`src/rtl/aes_128_req_sched_pkg.sv`:
```
// Shared types for the aes_128 request scheduler: block width and the per-issue tag
// that travels alongside each block through the core.
package aes_sched_pkg;

    localparam int unsigned AES_BLOCK_W = 128;
    // Wide enough for the largest supported requester count (8).
    localparam int unsigned MAX_ID_W    = 3;

    typedef struct packed {
        logic                valid;
        logic [MAX_ID_W-1:0] id;
    } tag_t;

endpackage

```
`src/rtl/aes_128_req_sched_rr_arbiter.sv`:
```
// Round-robin arbiter: one-hot grant searching upward from ptr, ptr moves past the
// winner whenever a grant is issued (a grant is only ever given to a valid request).
module rr_arbiter #(
    parameter int unsigned NUM_REQ = 4,
    parameter int unsigned ID_W    = 2
) (
    input  logic               clk,
    input  logic               rst_n,
    input  logic               en,
    input  logic [NUM_REQ-1:0] req,
    output logic [NUM_REQ-1:0] gnt,
    output logic [ID_W-1:0]    gnt_idx,
    output logic               gnt_any
);

    logic [ID_W-1:0] ptr_q;
    logic [ID_W-1:0] ptr_d;

    always_comb begin
        logic [ID_W-1:0] idx;
        gnt     = '0;
        gnt_idx = '0;
        gnt_any = 1'b0;
        idx     = '0;
        for (int unsigned k = 0; k < NUM_REQ; k++) begin
            idx = ID_W'((32'(ptr_q) + k) % NUM_REQ);
            if (en && rst_n && !gnt_any && req[idx]) begin
                gnt[idx] = 1'b1;
                gnt_idx  = idx;
                gnt_any  = 1'b1;
            end
        end
    end

    always_comb begin
        ptr_d = ptr_q;
        if (gnt_any) begin
            ptr_d = (32'(gnt_idx) == NUM_REQ - 1) ? '0 : gnt_idx + 1'b1;
        end
    end

    always_ff @(posedge clk) begin
        if (!rst_n) begin
            ptr_q <= '0;
        end else begin
            ptr_q <= ptr_d;
        end
    end

endmodule

```
`src/rtl/aes_128_req_sched.sv`:
```
// Shares one non-stalling aes_128 pipeline among NUM_REQ requesters: round-robin issue,
// a tag pipe that tracks each block's owner, and one-hot response routing.
module aes_128_req_sched
    import aes_sched_pkg::*;
#(
    parameter int unsigned NUM_REQ     = 4,
    parameter int unsigned AES_LATENCY = 21,
    parameter int unsigned ID_W        = $clog2(NUM_REQ)
) (
    input  logic                           clk,
    input  logic                           rst_n,
    input  logic                           en,
    input  logic [NUM_REQ-1:0]             req_valid,
    output logic [NUM_REQ-1:0]             req_ready,
    input  logic [NUM_REQ*AES_BLOCK_W-1:0] req_state,
    input  logic [NUM_REQ*AES_BLOCK_W-1:0] req_key,
    output logic [AES_BLOCK_W-1:0]         core_state,
    output logic [AES_BLOCK_W-1:0]         core_key,
    input  logic [AES_BLOCK_W-1:0]         core_out,
    output logic [NUM_REQ-1:0]             resp_valid,
    output logic [AES_BLOCK_W-1:0]         resp_data,
    output logic                           busy
);

    logic [NUM_REQ-1:0]     gnt;
    logic [ID_W-1:0]        gnt_idx;
    logic                   gnt_any;
    logic [AES_BLOCK_W-1:0] core_state_q, core_state_d;
    logic [AES_BLOCK_W-1:0] core_key_q, core_key_d;
    // Stage 0 sits beside the operand register; the following AES_LATENCY stages track
    // the core, so the last stage lines up with core_out.
    tag_t                   tag_q [AES_LATENCY+1];
    tag_t                   tag_d [AES_LATENCY+1];
    tag_t                   tag_last;

    rr_arbiter #(
        .NUM_REQ (NUM_REQ),
        .ID_W    (ID_W)
    ) u_arb (
        .clk     (clk),
        .rst_n   (rst_n),
        .en      (en),
        .req     (req_valid),
        .gnt     (gnt),
        .gnt_idx (gnt_idx),
        .gnt_any (gnt_any)
    );

    always_comb begin
        core_state_d = core_state_q;
        core_key_d   = core_key_q;
        if (gnt_any) begin
            core_state_d = req_state[32'(gnt_idx)*AES_BLOCK_W +: AES_BLOCK_W];
            core_key_d   = req_key[32'(gnt_idx)*AES_BLOCK_W +: AES_BLOCK_W];
        end
    end

    always_comb begin
        tag_d[0] = '{valid: gnt_any, id: MAX_ID_W'(gnt_idx)};
        for (int unsigned i = 1; i <= AES_LATENCY; i++) begin
            tag_d[i] = tag_q[i-1];
        end
    end

    always_ff @(posedge clk) begin
        if (!rst_n) begin
            core_state_q <= '0;
            core_key_q   <= '0;
            for (int unsigned i = 0; i <= AES_LATENCY; i++) begin
                tag_q[i] <= '0;
            end
        end else begin
            core_state_q <= core_state_d;
            core_key_q   <= core_key_d;
            tag_q        <= tag_d;
        end
    end

    always_comb begin
        tag_last   = tag_q[AES_LATENCY];
        resp_valid = '0;
        busy       = 1'b0;
        for (int unsigned i = 0; i < NUM_REQ; i++) begin
            resp_valid[i] = tag_last.valid && (tag_last.id == MAX_ID_W'(i));
        end
        for (int unsigned i = 0; i <= AES_LATENCY; i++) begin
            busy = busy | tag_q[i].valid;
        end
        resp_data = tag_last.valid ? core_out : '0;
    end

    assign req_ready  = gnt;
    assign core_state = core_state_q;
    assign core_key   = core_key_q;

endmodule

```
`config.mk`:
```
export PLATFORM = sky130hd
export DESIGN_NAME = aes_128_req_sched
export DESIGN_NICKNAME = d
export VERILOG_FILES = /design/src/rtl/aes_128_req_sched_pkg.sv /design/src/rtl/aes_128_req_sched_rr_arbiter.sv /design/src/rtl/aes_128_req_sched.sv
export SDC_FILE = /design/constraint.sdc
export NUM_CORES = 1
export LEC_CHECK = 0
export CAP_MARGIN = 40
export CELL_PAD_IN_SITES_DETAIL_PLACEMENT = 1
export CELL_PAD_IN_SITES_GLOBAL_PLACEMENT = 1
export CORE_AREA = 4 4 607 609
export DETAILED_ROUTE_END_ITERATION = 6
export DIE_AREA = 0 0 611 613
export GPL_TIMING_DRIVEN = 0
export PLACE_DENSITY = 0.3
export SYNTH_ARGS = -nofsm -noshare
export SYNTH_HDL_FRONTEND = slang
export SYNTH_HIERARCHICAL = 1
export SYNTH_SLANG_ARGS = --single-unit
```
`constraint.sdc`:
```
create_clock -name clk -period 3.1 [get_ports clk]
set_input_delay 0.62 -clock clk [delete_from_list [all_inputs] [get_ports clk]]
set_output_delay 0.62 -clock clk [all_outputs]
set_load 0.005 [all_outputs]
```
-- Word-level counts from Yosys, hierarchy flattened
Index checks and enable logic that the tools add are counted.
- output and inout bits: 393
- word-level logic and storage cells: 140
- bits in registers: 346
- input port bits: 1159
- equal/unequal tests: 4
- reductions and logical operators: 20
- $lt $le $gt $ge: 8
- mux-type cells: 30
- shift-type cells: 2
- bitwise operators: 24
- add/sub/neg operators: 4
- operator list (operator ; count):
    $shiftx 512x10->128 ; 2
    $mux 128 ; 1
    $or 1x1->1 ; 21
    $logic_and 1x1->1 ; 16
    $mux 4 ; 4
    $lt 2x3->1 const B ; 4
    $mux 1 ; 12
    $or 4x4->4 ; 3
    $mux 2 ; 5
    $bmux 1 s2 ; 4
    $demux 1 s2 ; 4
    $ge 2x1->1 const B ; 4
    $eq 3x2->1 const B ; 2
    $add 2x1->2 const B ; 2
    $add 2x2->2 const B ; 2
    $eq 3x1->1 const B ; 1
    $logic_not 1->1 ; 3
    $logic_not 3->1 ; 1
    $eq 2x2->1 const B ; 1

-- Depth between registers and ports, before layout
Gate-level depths: netlist (run 1).
- depth in word-level cells: 21
- depth in mapped cells: 13
- gate-level depth less buffers: 9

-- Modules after synthesis
The synthesis (run 1) kept the hierarchy.
- by module, submodules not included (module ; sequential area each (um^2) ; area an instance (um^2) ; instances ; cells each):
    aes_128_req_sched ; 6446.2 ; 17964.7 ; 1 ; 1745
    rr_arbiter ; 40.0 ; 583.1 ; 1 ; 74

-- Least setup slack after synthesis (run 1)
No wires, ideal clock.
- kind: reg2reg
- start: register u_arb.ptr_q[1]
- end: register core_state_q[100], in the netlist core_state[100]
- cell stages (with the launch flop): 13
- arrival time: 2.976 ns
- buffers on the path: 5
- slack: -0.014 ns
- clock period less this slack: 3.114 ns
- setup time: 0.138 ns
- cell sequence: dfxtp_1 clkbuf_1 inv_1 ha_1 buf_6 mux4_2 nor3_2 a221o_1 buf_2 buf_2 buf_4 mux2i_1 o221ai_1
- word-level cells in the longest chain between the ends: 17
- elaborated cells between the ends (all ways): 30
- ends and longest elaborated chain (item ; RTL line ; source):
    start, declared ; aes_128_req_sched_rr_arbiter.sv:16 ; logic [ID_W-1:0] ptr_q;
    start signal, assigned ; aes_128_req_sched_rr_arbiter.sv:46 ; ptr_q <= ptr_d;
    $bmux 1 s2 ; aes_128_req_sched_rr_arbiter.sv:27 ; if (en && rst_n && !gnt_any && req[idx]) begin
    $mux 1 (implied by the code) ; aes_128_req_sched_rr_arbiter.sv:27 ;
    $logic_and 1x1->1 ; aes_128_req_sched_rr_arbiter.sv:27 ;
    $mux 1 ; aes_128_req_sched_rr_arbiter.sv:27 ;
    $logic_not 1->1 ; aes_128_req_sched_rr_arbiter.sv:27 ;
    $logic_and 1x1->1 (2 in a row) ; aes_128_req_sched_rr_arbiter.sv:27 ;
    $mux 1 ; aes_128_req_sched_rr_arbiter.sv:27 ;
    $logic_not 1->1 ; aes_128_req_sched_rr_arbiter.sv:27 ;
    $logic_and 1x1->1 (2 in a row) ; aes_128_req_sched_rr_arbiter.sv:27 ;
    $mux 1 ; aes_128_req_sched_rr_arbiter.sv:27 ;
    $logic_not 1->1 ; aes_128_req_sched_rr_arbiter.sv:27 ;
    $logic_and 1x1->1 (2 in a row) ; aes_128_req_sched_rr_arbiter.sv:27 ;
    $mux 2 (*) ; aes_128_req_sched_rr_arbiter.sv:27 ;
    net gnt_idx[1] ; aes_128_req_sched.sv:26 ; logic [ID_W-1:0] gnt_idx;
    $shiftx 512x10->128 (*) ; aes_128_req_sched.sv:53 ; core_state_d = req_state[32'(gnt_idx)*AES_BLOCK_W +: AES_BLOCK_W];
    end signal, assigned ; aes_128_req_sched.sv:73 ; core_state_q <= core_state_d;
    end, declared ; aes_128_req_sched.sv:28 ; logic [AES_BLOCK_W-1:0] core_state_q, core_state_d;
The timed path passes the listed nets; every way through them passes the cells marked *. The select of a mux whose other input is x is not followed.
A chain may end at the register's enable or synchronous reset.

-- Worst setup path after layout (run 1)
- start: register u_arb.ptr_q[1]
- end: output req_ready[2]
- word-level cells in the longest chain between the ends: 16
- elaborated cells between the ends (all ways): 51
- ends and longest elaborated chain (item ; RTL line ; source):
    branches (longest 15 deep; another with $lt 2x3->1) ; -- ;
    $mux 4 (*) ; aes_128_req_sched_rr_arbiter.sv:27 ;
    end, declared ; aes_128_req_sched.sv:14 ; output logic [NUM_REQ-1:0] req_ready,
Mark *: on every way between the ends. The select of a mux whose other input is x is not followed.

==> results of run 1 <==
-- sequential cells by signal (all words and copies together) (netlist names) --
register	count
core_key	128
core_state	128
tag_d	63
tag_last	3
u_arb/ptr_q	2
-- what timing repair did --
action                                  in CTS  in global routing
resized for setup                          811                118
pin swaps                                  125                 16
endpoints found under the setup margin     396                277
cloned                                      39                  3
buffers inserted                           115                 12
-- synth_stat cells, drive strengths merged, types with 4 or more instances --
cell type  instances  area (sq um)
a21oi              7          38.8
a221o              5          50.1
and2             194          1210
buf               91           563
clkbuf           106           398
dfxtp            324          6490
ha                 5          62.6
mux2               4          48.8
mux2i            513          5130
nand2             11          41.3
nand3b           262          1970
nor3               4          25.0
nor4               4          25.0
o221ai           256          2240
-- stage by stage --
stage                     power (uW)  utilization  cell area (sq um)  instances
after global placement          8790        0.111              40100       8162
after floorplan                 5580            -              18500       1819
final                          16500        0.135              49000       8518
after detailed placement        8850        0.112              40600       8191
after global routing           17300        0.135              48900       8492
after CTS                      17000        0.133              48200       8438
-- final timing paths --
| check | end | cells after the start |
|---|---|---|
| worst max-delay path | req_ready[2] | 8 |
| worst min-delay path | tag_d[44] | 1 |
| worst max register to register | core_key[120] | 15 |
| worst min register to register | tag_d[44] | 1 |
-- worst max-delay path: stages, from the launching register on --
cell and delay [ns]:
sky130_fd_sc_hd__dfxtp_4 0.38, sky130_fd_sc_hd__inv_6 0.04, sky130_fd_sc_hd__ha_4 0.32, sky130_fd_sc_hd__mux4_2 0.59, sky130_fd_sc_hd__buf_6 0.15, sky130_fd_sc_hd__nand3b_1 0.10
sky130_fd_sc_hd__a21oi_2 0.06, sky130_fd_sc_hd__a221o_1 0.31, sky130_fd_sc_hd__buf_6 0.14
-- cell type report --
type,instances,share of cell area
sequential,324,0.133
tap,4794,0.123
multi-input combinational,1295,0.273
timing repair buffer,1746,0.383
inverter,3,0.000434
antenna,69,0.00353
buffer,191,0.0460
clock inverter,19,0.00657
clock buffer,77,0.0317
-- cell families after synthesis --
group / count (synthesis) / synth area share
AO/OA/AOI/OAI: 279 / 0.131
AND/OR/NAND/NOR: 492 / 0.182
adder cells (fa/ha/maj): 5 / 0.00337
multiplexers: 519 / 0.282
buffers and inverters: 200 / 0.0524
flip-flops: 324 / 0.350
-- report_power, final --
group	internal, uW	switching, uW	total (uW)
sequential	4380	135	4520
clock	4120	2760	6880
combinational	2920	2240	5160
-- routing by layer --
layer / global-route usage / vias to the layer above
li1: - / 10745
met1: 0.168 / 12420
met2: 0.278 / 1314
met3: 0.0423 / 424
met4: 0.0390 / 72
met5: 0 / -
==> run summary, run 1 <==
The flow ran to the end, but the final reports show violations. The final reports fail on negative setup slack. In this run the deepest clock path goes through 3 buffers. The wire length reported by the detailed router came out at 295 mm. The via count of the first global-routing pass came to 26,283. The clock slew seen by the registers of the worst setup and hold paths is 0.06 ns. The arrival time of the worst setup path is 2.80 ns. The cell area after synthesis came out at 18,500 sq um. The count of yosys warnings during synthesis is 6. The count of final max-slew check failures is 0.

The startpoint of the lowest-slack register-to-register path is u_arb/ptr_q[0]. The library cells used most frequently in the layout, excluding fill and tap cells, are 1,531 x sky130_fd_sc_hd__clkdlybuf4s50_1, 321 x sky130_fd_sc_hd__dfxtp_1, 320 x sky130_fd_sc_hd__mux2i_1, 262 x sky130_fd_sc_hd__nand3b_1, 205 x sky130_fd_sc_hd__o221ai_1. The DRC violations left came out at 0. The average via count per standard cell is 2.93. The final critical delay including setup and external delays came out at 3.42 ns. The setup path with the least slack is of type flip-flop to output port.

Buffers inserted to repair hold after CTS numbered 0. The footprint of the multi-input gates is 13,400 sq um. The flip-flop and latch area is 6500 sq um.

In this run the worst setup path begins at u_arb/ptr_q[1]. The cell sitting at the root of the clock tree is a sky130_fd_sc_hd__clkbuf_16. The beginning of the worst hold path is tag_d[48]. The number of fill cells in the layout came out at 41,752. The vertical die dimension came out at 613 um.

TritonCTS built the clock tree. The H-tree depth is 2. The I/O pin count is 1,552.

The hold violation count in the final report came out at 0. Summing over every cut layer, the via total after detailed routing is 24,975. The number of placement rows is 221. The portion of the post-synthesis area used by sequential elements is 0.350.

Of all nets on the critical path, the largest fanout is 7. In the final layout, the share of cells above drive strength 1 is 0.191. The number of different library cells in the post-synthesis netlist is 41. After synthesis, the share of flip-flops with an asynchronous set or reset is 0. Power spread over the standard cell area amounts to 338 nW/um^2. The number of buffers added on ports is 1,549. In this run, CTS created clock tree buffers numbering 56. The met2 wire length came out at 153 mm. The violation count after the first detailed-routing iteration is 1,461. The net count reported at finish is 4,781.

The final cycle utilization of the critical path is 1.10. The routed wire length on met3 came out at 19.8 mm. Once routing completed, OpenROAD measured the worst setup slack at -0.316 ns. The number of antenna violations at the first check in global routing is 228. The worst setup path is captured at an output port. The routed wire length per instance came out at 34.7 um.

The number of clock sinks came out at 324. The synthesized design contains 324 register bits. Entering global routing, the biggest net connects 15 pins. The synthesized instance count came out at 1,819.

The final HPWL from detailed placement came out at 255 mm. The highest routing layer actually used is met5. Final hold analysis gives a worst-case slack of 0.423 ns. The setup clock skew after layout is 0.0404 ns.

Across the VDD grid, the largest voltage drop is 395 uV. The cell leakage power came out at 0.0154 uW. The area added between synthesis and finish came out at 164%. In this run the tightest slew margin relative to its limit is 0.468. The number of antenna-violating nets in the routed design came out at 0. The area enclosed by the die boundary came out at 375,000 sq um. The detailed-route wire length on metal 1 came out at 113 mm.

The starting density of the core came out at 0.0512. The leftover overflow at the end of global routing came out at 0. The number of optimization iterations in the first detailed-route pass came out at 5. In the global route stage, overall resource usage came out at 0.150. At the pin with the least slew margin, the transition time is 0.796 ns. The tightest min-delay check is of the flip-flop to flip-flop type.

For this run, the leading register cell type out of synthesis is sky130_fd_sc_hd__dfxtp_1. The worst setup path is launched from a flip-flop. Across all register-to-register paths, the minimum setup slack is -0.30 ns. The worst-case setup slack after placement is -2.27 ns. The post-synth net total came out at 2,983. The final RePlAce weighted congestion is 0.882. The required time reported for the critical path endpoint came out at 2.48 ns. The wire length of the first global-routing pass came out at 355 mm. Clock latency on the worst-skew pair, taken at its later pin, is 0.74 ns. The mean cell area of the mapped netlist is 10.2 sq um. Setup repair after global routing could not meet its margin everywhere. The width of the die is 611 um. The setup TNS came out at -45.18 ns. Setup violations remaining at the end of the flow were counted as 259. The core area is 362,000 sq um.

The fmax came out at 293 MHz. The number of maximum-capacitance violations came out at 0. The most common library cell in the layout ignoring fill and taps is sky130_fd_sc_hd__clkdlybuf4s50_1.

The number of synthesized flops with an enable pin came out at 0.
No activity file was read; power rests on OpenSTA's default activity.
==> inputs of run 2 (changes only) <==
Settings changed: ABC_AREA from default to 0.
==> results of run 2 <==
Final layout, timing and power as in run 1 (identical DEF).
==> inputs of run 3 (changes only) <==
Settings changed: RECOVER_POWER from default to 100.
==> run 3 against run 2 <==
- the run still ends with negative setup slack left
- wire length is essentially flat
- utilization barely moved
- via count decreased by 0.19%
- cell count about the same
- sequential power barely moved
- clock power about the same
- clock-buffer cell count unchanged
- maximum frequency is 2.1% lower
- combinational power down 0.8%
- final area about the same
- critical path type is now input pin to flip-flop
- largest cell class unchanged
- highest routed layer unchanged
==> run summary, run 3 (synthesis gave the netlist of run 1 again) <==
The final critical delay including setup and external delays is 3.49 ns (was 3.42 ns). The cell area after placement came out at 40,600 sq um (unchanged). The vertical die dimension came out at 613 um (unchanged). The clock root buffer was sky130_fd_sc_hd__clkbuf_16 (unchanged). The delay contributed by the slowest stage of the critical path was 0.62 ns (was 0.59 ns). The H-tree depth is 2 (unchanged). The area enclosed by the die boundary came out at 375,000 sq um (unchanged). The transition time at the pin with the least slew margin is 0.794 ns (was 0.796 ns).

Outcome: complete, but fails checks (unchanged). The number of antenna-violating nets in the routed design is 0 (unchanged). The TritonCTS clock tree is built (unchanged). The count of vias placed by the detailed router is 24,928 (was 24,975). The wire length reported by the detailed router came out at 295 mm (about the same). The highest-delay cell along the critical path is sky130_fd_sc_hd__dlygate4sd3_1 (was sky130_fd_sc_hd__mux4_2). The worst vdd rail ir drop came out at 395 uV (about the same). The violation count after the first detailed-routing iteration is 1,385 (was 1,461).

The clock slew seen by the registers of the worst setup and hold paths came to 0.06 ns (about the same). The routed wire length per instance is 34.7 um (about the same). The number of optimization iterations in the first detailed-route pass is 5 (unchanged). The hold violation count in the final report came out at 0 (unchanged). The classification of the worst-slack hold path was flip-flop to flip-flop (unchanged). The fmax was 286 MHz (was 293 MHz).

The net count reported at finish is 4,781 (unchanged). The capturing element type of the critical path is a flip-flop (was output port). The average via count per standard cell was 2.93 (about the same). The maximum net fanout on the critical path is 10 (was 7). The final RePlAce weighted congestion came out at 0.882 (unchanged). The number of clock sinks came out at 324 (unchanged).

The count of buffer and inverter cells on the critical path was 7 (was 3). The post-cts hold buffer count is 0 (unchanged). The cell type group with the largest total delay on the critical path was buffers and inverters (was multiplexers). The leftover overflow at the end of global routing came out at 0 (unchanged). The final HPWL from detailed placement came to 255 mm (unchanged). The arrival time of the worst setup path was 4.06 ns (was 2.80 ns). The post-route cell area was 49,000 sq um (about the same). The headroom to the max-slew limit is 0.469 (was 0.468).

The core area came out at 362,000 sq um (unchanged). The share of layout cells above drive strength 1 is 0.191 (unchanged). The width of the die is 611 um (unchanged).

The cell leakage power is 0.0158 uW (was 0.0154 uW). The power per cell area came out at 337 nW/um^2 (was 338 nW/um^2). The maximum number of pins on one net before global-route repair was 15 (unchanged).

The total global-route track usage is 0.150 (unchanged). Violations in the final reports: negative setup slack (unchanged). The required time reported for the critical path endpoint came out at 3.67 ns (was 2.48 ns). The via count of the first global-routing pass is 26,283 (unchanged). The most prevalent standard cell on the critical path is sky130_fd_sc_hd__buf_12 (was sky130_fd_sc_hd__buf_6). Most frequent cells in the layout: 1,398 x sky130_fd_sc_hd__clkdlybuf4s50_1, 321 x sky130_fd_sc_hd__dfxtp_1, 320 x sky130_fd_sc_hd__mux2i_1, 262 x sky130_fd_sc_hd__nand3b_1, 205 x sky130_fd_sc_hd__o221ai_1 (was 1,531 x sky130_fd_sc_hd__clkdlybuf4s50_1, 321 x sky130_fd_sc_hd__dfxtp_1, 320 x sky130_fd_sc_hd__mux2i_1, 262 x sky130_fd_sc_hd__nand3b_1, 205 x sky130_fd_sc_hd__o221ai_1).

The number of maximum-capacitance violations came to 0 (unchanged). The wire length of the first global-routing pass is 355 mm (unchanged). The maximum count of clock buffers along a single path is 3 (unchanged).

The number of antenna violations at the first check in global routing is 228 (unchanged). The category of the most critical setup path is input pin to flip-flop (was flip-flop to output port). RSZ-0062 raised after global routing: yes (unchanged). The starting density of the core came out at 0.0512 (unchanged).

The number of placement rows came out at 221 (unchanged). The area added between synthesis and finish is 164% (about the same). The count of endpoints failing setup in the final report came out at 260 (was 259). The I/O pin count is 1,552 (unchanged). The number of fill cells in the layout came out at 41,750 (was 41,752).

The number of buffers added on ports is 1,549 (unchanged). The DRC violations left is 0 (unchanged). The setup clock skew after layout came out at 0.0425 ns (was 0.0404 ns). The most common library cell in the layout ignoring fill and taps was sky130_fd_sc_hd__clkdlybuf4s50_1 (unchanged).

The number of buffers created by CTS came out at 56 (unchanged). The post-route core utilization is 0.135 (about the same). The setup slack after layout came to -0.391 ns (was -0.316 ns). The count of final max-slew check failures came out at 0 (unchanged). The final cycle utilization of the critical path came out at 1.13 (was 1.10). The later-pin clock latency in the skew report is 0.74 ns (about the same).

The sort of element at the start of the critical path is an input pin (was flip-flop). Series of cell instances along the critical path: dlygate4sd3_1, nand2_1, nor3_1, a22o_2, a221o_2, buf_12, buf_12, buf_16, buf_16, buf_12, buf_12, mux2i_2, o221ai_1 (was inv_6, ha_4, mux4_2, buf_6, nand3b_1, a21oi_2, a221o_1, buf_6).
-- run 3: area by class of cell --
class	count	area, sq um	area share
clock inverter	19	322	0.00657
multi-input combinational	1295	13400	0.273
timing repair buffer	1746	18800	0.383
inverter	3	21.3	0.000434
buffer	191	2250	0.0460
tap	4794	6000	0.123
antenna	73	183	0.00373
sequential	324	6500	0.133
clock buffer	77	1550	0.0317
-- run 3: path summary, 6_finish.rpt --
path	endpoint	cells past startpoint	startpoint	slack, ns
worst max-delay path	core_key[120]	13	rst_n	-0.39
worst max register to register	core_key[120]	15	u_arb/ptr_q[0]	-0.30
worst min register to register	tag_d[44]	1	tag_d[48]	0.42
worst min-delay path	tag_d[44]	1	tag_d[48]	0.42
-- run 3: repair_timing --
| item | in CTS | in global routing |
|---|---|---|
| setup buffers | 115 | 12 |
| endpoints found under the setup margin | 396 | 277 |
| gates cloned | 39 | 3 |
| pin swaps | 125 | 16 |
| resized for setup | 811 | 118 |
| endpoints found under the hold margin | 0 | 0 |
-- run 3: routing by layer --
metal | GRT usage | up-vias | wire length, um | part of all wire
li1 | - | 10761 | - | -
met1 | 0.168 | 12367 | 113000 | 0.38
met2 | 0.278 | 1301 | 153000 | 0.52
met3 | 0.0423 | 425 | 20300 | 0.069
met4 | 0.0390 | 74 | 8440 | 0.029
met5 | 0 | - | 499 | 0.0017
-- run 3: per-stage QoR --
| step | setup slack (ns) | cells | setup TNS (ns) | power, uW | hold slack, ns |
|---|---|---|---|---|---|
| detailed placement | -2.27 | 8191 | -481.15 | 8850 | 0.420 |
| global placement | -4.09 | 8162 | -900.27 | 8790 | 0.418 |
| global route | -0.455 | 8492 | -78.61 | 17200 | 0.436 |
| floorplan | 0.0939 | 1819 | 0 | 5580 | 0.412 |
| finish | -0.391 | 8522 | -59.64 | 16500 | 0.425 |
| CTS | -0.541 | 8438 | -71.96 | 17000 | 0.430 |
-- run 3: where the power goes --
| part | internal [uW] | total (uW) | switching [uW] |
|---|---|---|---|
| Sequential | 4380 | 4510 | 131 |
| Combinational | 2880 | 5120 | 2240 |
| Clock | 4120 | 6880 | 2760 |
-- run 3: worst register-to-register path, delay by kind of cell (launching register included) --
kind,cells,cell delay [ns]
buffers and inverters,8,1.20
adder cells (fa/ha/maj),1,0.28
multiplexers,2,0.45
AND/OR/NAND/NOR,1,0.05
AO/OA/AOI/OAI,3,0.90
flip-flops,1,0.37
